**config.mk**
```make
export PLATFORM = sky130hd
export DESIGN_NAME = hazard_scoreboard
export DESIGN_NICKNAME = d
export VERILOG_FILES = /design/src/rtl/hazard_scoreboard_pkg.sv /design/src/rtl/hazard_stage_reg.sv /design/src/rtl/hazard_scoreboard.sv
export SDC_FILE = /design/constraint.sdc
export NUM_CORES = 1
export LEC_CHECK = 0
export CORE_ASPECT_RATIO = 2
export CORE_MARGIN = 5
export CORE_UTILIZATION = 40
export CTS_CLUSTER_DIAMETER = 150
export DETAILED_ROUTE_END_ITERATION = 10
export PLACE_DENSITY = 0.72
export SLEW_MARGIN = 5
export SYNTH_ARGS = -nofsm -noshare
export SYNTH_HDL_FRONTEND = slang
export SYNTH_SLANG_ARGS = --single-unit
```
**constraint.sdc**
```tcl
create_clock -name clk -period 1.98 [get_ports clk]
set_clock_uncertainty 0.2 [all_clocks]
set_input_delay 0.297 -clock clk [delete_from_list [all_inputs] [get_ports clk]]
set_output_delay 0.297 -clock clk [all_outputs]
set_load 0.02 [all_outputs]
```
**src/rtl/hazard_scoreboard_pkg.sv**
```systemverilog
// Shared processor definitions: forward-select encodings, PC register index,
// the shadow-stage record and the forwarding priority helper.
package hazard_scoreboard_pkg;

  typedef enum logic [1:0] {
    FWD_RF   = 2'b00,
    FWD_RESW = 2'b01,
    FWD_ALUM = 2'b10
  } fwd_e;

  localparam logic [3:0] PC_REG = 4'd15;

  typedef struct packed {
    logic [3:0] ra1;
    logic [3:0] ra2;
    logic [3:0] wa3;
    logic       regwrite;
    logic       memtoreg;
    logic       pcsrc;
  } shadow_t;

  localparam shadow_t SHADOW_BUBBLE = '{
    ra1: 4'd0, ra2: 4'd0, wa3: 4'd0,
    regwrite: 1'b0, memtoreg: 1'b0, pcsrc: 1'b0
  };

  // The PC is never forwarded; the younger producer in M beats the one in W.
  function automatic fwd_e fwd_sel(input shadow_t m, input shadow_t w, input logic [3:0] ra);
    fwd_e sel;
    if (ra == PC_REG) begin
      sel = FWD_RF;
    end else if (m.regwrite && (m.wa3 == ra)) begin
      sel = FWD_ALUM;
    end else if (w.regwrite && (w.wa3 == ra)) begin
      sel = FWD_RESW;
    end else begin
      sel = FWD_RF;
    end
    return sel;
  endfunction

endpackage

```
**src/rtl/hazard_stage_reg.sv**
```systemverilog
// One shadow pipeline stage: loads its input every cycle, or a bubble when flushed.
module hazard_stage_reg
  import hazard_scoreboard_pkg::*;
(
  input  logic    clk,
  input  logic    reset,
  input  logic    flush,
  input  shadow_t d,
  output shadow_t q
);

  // Stage register with bubble insertion on flush
  always_ff @(posedge clk or posedge reset) begin
    if (reset) begin
      q <= SHADOW_BUBBLE;
    end else if (flush) begin
      q <= SHADOW_BUBBLE;
    end else begin
      q <= d;
    end
  end

endmodule

```
**src/rtl/hazard_scoreboard.sv**
```systemverilog
// Hazard unit for a 5-stage pipeline: tracks E/M/W instruction shadows and
// produces forwarding selects, stall/flush controls and a stall-cycle counter.
module hazard_scoreboard
  import hazard_scoreboard_pkg::*;
(
  input  logic        clk,
  input  logic        reset,
  input  logic [3:0]  RA1D,
  input  logic [3:0]  RA2D,
  input  logic [3:0]  WA3D,
  input  logic        RegWriteD,
  input  logic        MemtoRegD,
  input  logic        PCSrcD,
  input  logic        CondExE,
  input  logic        BranchTakenE,
  output logic [1:0]  ForwardAE,
  output logic [1:0]  ForwardBE,
  output logic        StallF,
  output logic        StallD,
  output logic        FlushD,
  output logic        FlushE,
  output logic [31:0] StallCount
);

  shadow_t     d_s;
  shadow_t     m_next_s;
  shadow_t     e_r;
  shadow_t     m_r;
  shadow_t     w_r;
  logic        ld_stall_s;
  logic        pc_wr_pend_s;
  logic [31:0] stall_count_r;

  assign d_s = '{
    ra1: RA1D, ra2: RA2D, wa3: WA3D,
    regwrite: RegWriteD, memtoreg: MemtoRegD, pcsrc: PCSrcD
  };

  // An instruction whose condition fails in E must not write registers or the PC later
  always_comb begin
    m_next_s          = e_r;
    m_next_s.regwrite = e_r.regwrite & CondExE;
    m_next_s.pcsrc    = e_r.pcsrc & CondExE;
  end

  hazard_stage_reg u_stage_e (
    .clk   (clk),
    .reset (reset),
    .flush (FlushE),
    .d     (d_s),
    .q     (e_r)
  );

  hazard_stage_reg u_stage_m (
    .clk   (clk),
    .reset (reset),
    .flush (1'b0),
    .d     (m_next_s),
    .q     (m_r)
  );

  hazard_stage_reg u_stage_w (
    .clk   (clk),
    .reset (reset),
    .flush (1'b0),
    .d     (m_r),
    .q     (w_r)
  );

  // Load-use and PC-write hazard detection plus E-stage operand forwarding
  always_comb begin
    ld_stall_s   = e_r.memtoreg & e_r.regwrite &
                   ((e_r.wa3 == RA1D) | (e_r.wa3 == RA2D));
    pc_wr_pend_s = PCSrcD | (e_r.pcsrc & CondExE) | m_r.pcsrc | w_r.pcsrc;
    StallF       = ld_stall_s | pc_wr_pend_s;
    StallD       = ld_stall_s;
    FlushD       = pc_wr_pend_s | BranchTakenE;
    FlushE       = ld_stall_s | BranchTakenE;
    ForwardAE    = fwd_sel(m_r, w_r, e_r.ra1);
    ForwardBE    = fwd_sel(m_r, w_r, e_r.ra2);
  end

  // Saturating count of decode-stall cycles
  always_ff @(posedge clk or posedge reset) begin
    if (reset) begin
      stall_count_r <= 32'd0;
    end else if (StallD && (stall_count_r != 32'hFFFF_FFFF)) begin
      stall_count_r <= stall_count_r + 32'd1;
    end else begin
      stall_count_r <= stall_count_r;
    end
  end

  assign StallCount = stall_count_r;

endmodule

```
# == Word-level counts from Yosys, hierarchy flattened ==
# Index checks and enable logic that the tools add are counted.
# op_classes
n_addsub,1
n_mul,0
div,0
n_lt_le_gt_ge,0
n_eq_ne,9
n_shift,0
muxes,7
n_bitwise,11
reduce_logical,5
# op_table
operator,n
"32-bit by 1-bit adder with 32-bit output, second input constant",1
"32-bit inequality test, second input constant",1
4-bit == test,6
15-bit two-way mux,1
"4-bit == test, second input constant",2
2-bit two-way mux,4
1-bit bitwise OR,7
1-bit logical AND,5
1-bit AND,4
1-bit two-way mux,2
# totals
regBits,59
latchBits,0
ram_bits,0
mem_bits_ro,0
out_inout_bits,40
word_cells,46
memories,0

# == Logic depth before layout (Yosys ltp) ==
# depth
ltp_word,5
mapped_depth,7

# == Cells and area by module ==
# Synthesis repeated with hierarchy kept, for this count alone.
# unflattened
hier_cells,283
area_unflattened_um2,3378.2
# by_module_without_submodules
mod,n_inst,cells_each,area_each_um2
hazard_scoreboard,1,187,1843.0
hazard_stage_reg,3,32,511.7

# == Least setup slack after synthesis ==
# No wires, ideal clock.
# synth_timing
path_kind,register to register
start,"reg stall_count_r[0], in the netlist StallCount[0]"
end,"reg stall_count_r[1], in the netlist StallCount[1]"
setup_time_ps,125
t_arrival_ps,1957
required_time_ps,1655
slack_ps,-302
stages_incl_launch_ff,7
period_less_slack_ps,2282
cell_sequence,dfrtp_1 -> ha_1 -> and3_1 -> nand4_1 -> nor3_4 -> nor2_2 -> mux2_4
# synth_via
elab_chain_cells,2
elab_cells_between_ends,3
# synth_rtl
element,line,text
start: declaration,hazard_scoreboard.sv:32,logic [31:0] stall_count_r;
start signal: assignment,hazard_scoreboard.sv:88,stall_count_r <= stall_count_r + 32'd1;
start signal: assignment,hazard_scoreboard.sv:90,stall_count_r <= stall_count_r;
"parallel branches: the longest is 2 deep, another holds 32-bit by 1-bit adder with 32-bit output",--,
# Several ways; the timed one is not identified.
# A chain may end at the register's enable or synchronous reset.

# == Worst setup path in the final report ==
# layout_timing
start,reg u_stage_e.q[3] (netlist name)
end,out StallF
# layout_via
elab_chain_cells,4
elab_cells_between_ends,5
# layout_rtl
element,line,text
start: declaration,hazard_stage_reg.sv:9,output shadow_t q
start signal: assignment,hazard_stage_reg.sv:15,q <= SHADOW_BUBBLE;
start signal: assignment,hazard_stage_reg.sv:17,q <= SHADOW_BUBBLE;
start signal: assignment,hazard_stage_reg.sv:19,q <= d;
4-bit == test,hazard_scoreboard.sv:73,((e_r.wa3 == RA1D) | (e_r.wa3 == RA2D));
1-bit bitwise OR *,hazard_scoreboard.sv:73,
1-bit AND *,hazard_scoreboard.sv:72,ld_stall_s = e_r.memtoreg & e_r.regwrite &
1-bit bitwise OR *,hazard_scoreboard.sv:75,StallF = ld_stall_s | pc_wr_pend_s;
end: declaration,hazard_scoreboard.sv:18,"output logic StallF,"
# Every way passes the cells marked *; elsewhere a longest branch is shown, timed or not.

==> results.toml <==
[status]
status = "complete, but fails checks"
violations = "negative setup slack"

[cells_and_area]
stdcell_count = 486
final_core_util_pct = 73.5
fin_nets = 412
antenna_cells = 0
register_area_um2 = 1500
syn2layout_area_growth_pct = 81.5
multi_input_area_um2 = 1790
fillCellCount = 446
drive_gt1_share_pct = 45.7
fin_area_um2 = 5060

[worst_setup_path]
cpPeakStageDelay_ps = 440
cp_top_family = "flip-flops"
crit_path_top_delay_cell = "dfrtp_2"
critPathRequiredTime_ps = 1480
cp_common_cell = "buf_6"
cp-end-kind = "primary output"
crit_fanout = 3
cp.buffers_inverters = 2
critPathArrivalTime_ps = 1780
crit_chain = "xor2_2 -> nor4_4 -> o211ai_2 -> buf_6 -> nand2_2 -> buf_6"
critPathKind = "reg -> out"
cp-start-kind = "register"

[timing]
fin_ws_ps = -294
worst_pin_slew_ps = 584
min_period_ps = 2270
slew_violations = 0
hold_viol_final = 0
fmax_mhz = 440
final.period_utilization_pct = 115
slew-limit-headroom_pct = 60.7
setup_viol = 38
rsz0062_at_grt = "true"

[drt]
ant_nets = 0
routed_via_density = 5.45
firstDrtPassIters = 4
met1_length_mm = 3.41
top_layer_used = "met4"
initialDrtViolationCount = 150
routed_wl_mm = 10.4
wire_per_inst_um = 21.3
route.detailed.drc = 0
wl_met3_um = 444
vias = 2648
wl_met2_mm = 5.94

[synth]
synth_flop_cell = "dfrtp_1"
synth.distinct_cells = 35
syn_nets = 271
synth_edf_count = 0
syn_area_per_cell_um2 = 11.1
yosys-top-cells-count = "dfrtp_1 (59), xor2_1 (41), nand3_1 (18)"
ys_ff_latch = 59
ys_async_sr_fraction_pct = 100
seq_area_frac_synth_pct = 53.0
synth.most_common_cell = "dfrtp_1"
synth_area_leader_cell = "dfrtp_1"
synth_area_leaders = "dfrtp_1 (53%), xor2_1 (13%), and2_1 (3.8%), nor4_1 (3.8%), nand3_1 (3.2%)"
yosysWarnings = 0
syn-instance-count = 251
syn-cell-area_um2 = 2790
synth_top_area_share_pct = 53.0

[cts]
cts.sinks = 59
path_clk_slew_ps = 50
insertion_delay_ps = 330
htreeDepth = 3
root_buffer = "clkbuf_16"
cts_inserted_buffers = 9
cts_tree = "built"
cts_buffer_depth = 2

[floorplan]
rows = 43
ios = 59
die_area_um2 = 8840
chipWidth_um = 69.0
initial_core_util_pct = 40.5
core_um2 = 6890
fp.dieH_um = 128

[grt]
track_usage_pct = 22.1
antenna_found_initial = 0
grt_pass1_vias = 2924
gr-total-overflow = 0
grt_pass1_wl_mm = 14.8
grt_max_degree = 26

[pwr]
leakage_uw = 0.00234
peakVddDrop_mv = 0.794
powerDensity_nw_per_um2 = 655

[placement]
placed_cell_area_um2 = 3980
place_ws_ps = -748
placed_cells = 455
gp_congestion = 0.891
io_buffers = 58
dp_hpwl_mm = 6.12

[flow_run]
maxCapViolCount = 0

[hold_path]
hp-class = "in -> async"
-- path summary, 6_finish.rpt --
kind / start / slack (ps) / cells past startpoint / endpoint
worst min-delay path: reset / 60 / 2 / u_stage_w.q[2]
worst max-delay path: u_stage_e.q[3] / -290 / 6 / StallF
max in group asynchronous: reset / 1030 / 3 / StallCount[23]
worst max register to register: StallCount[25] / -280 / 6 / StallCount[25]
worst min register to register: u_stage_m.q[3] / 230 / 0 / u_stage_w.q[3]
min in group clk: CondExE / 70 / 2 / u_stage_m.q[2]
-- area by class of cell --
type | count | area share, %
clock buffers | 10 | 4.72
repair buffers | 135 | 26.2
well taps | 90 | 2.23
multi-input cells | 182 | 35.3
inverters | 5 | 0.470
clock inverters | 5 | 1.53
flip-flops and latches | 59 | 29.6
-- per-stage QoR --
| step | setup TNS, ps | hold WS (ps) | power (uW) |
|---|---|---|---|
| global route | -8430 | 62.5 | 3430 |
| detailed placement | -22880 | 185 | 1600 |
| floorplan | -3250 | 154 | 1430 |
| CTS | -5570 | 67.7 | 3270 |
| global placement | -21640 | 164 | 1590 |
| finish | -6020 | 61.8 | 3310 |
-- worst register-to-register path, cell delays in order (launching register included) --
cell,delay [ps]
dfrtp_1,440
and3_1,270
nand3_2,230
buf_4,240
nor4_1,510
nor3b_4,80
xor2_1,180
-- cell families after synthesis --
group	after synthesis	synth area share, %
AO/OA/AOI/OAI	9	2.20
XOR/XNOR	50	15.7
adder cells (fa/ha/maj)	1	0.449
buffers and inverters	10	1.48
flip-flops	59	53.0
multiplexers	3	1.35
AND/OR/NAND/NOR	119	25.9
-- cells in the final DEF (no fill, tap or decap), types with 3 or more instances in the layout --
cell type and count:
and2_1 16, and3_1 5, and3_4 3, buf_12 4
buf_4 54, buf_6 21, buf_8 4, clkbuf_16 10
clkdlybuf4s50_1 38, dfrtp_1 42, dfrtp_2 17, dlygate4sd2_1 5
dlymetal6s2s_1 7, nand2_1 10, nand3_1 16, nand4_1 14
nor2_4 4, nor3_1 3, nor3_2 5, nor3_4 7
nor3b_4 3, nor4_4 15, o21ai_0 3, xnor2_1 9
xor2_1 38, xor2_2 3
-- per-layer routing --
layer / up-vias / track usage (%)
met2: 116 / 41.8
li1: 1178 / -
met4: 0 / 14.5
met3: 43 / 4.71
met5: - / 0
met1: 1311 / 20.9
-- flip-flops by register name, summed over array words and instances, names as in the netlist --
register     cells
StallCount      32
u_stage_e.q     15
u_stage_m.q      6
u_stage_w.q      6
-- power breakdown --
part / leakage, uW / total (uW) / internal, uW / switching, uW
registers: 0.000760 / 1300 / 1250 / 50.2
logic: 0.00143 / 365 / 195 / 170
clock network: 0.000154 / 1650 / 1120 / 524
-- timing repair --
action                     4_1_cts  5_1_grt
gates resized for setup        115       57
setup endpoints to repair       40       58
pin swaps                       37       33
cloned                           2        1
setup buffers                    9       10
hold buffers                     0        0
(Power assumes the default switching activity.)
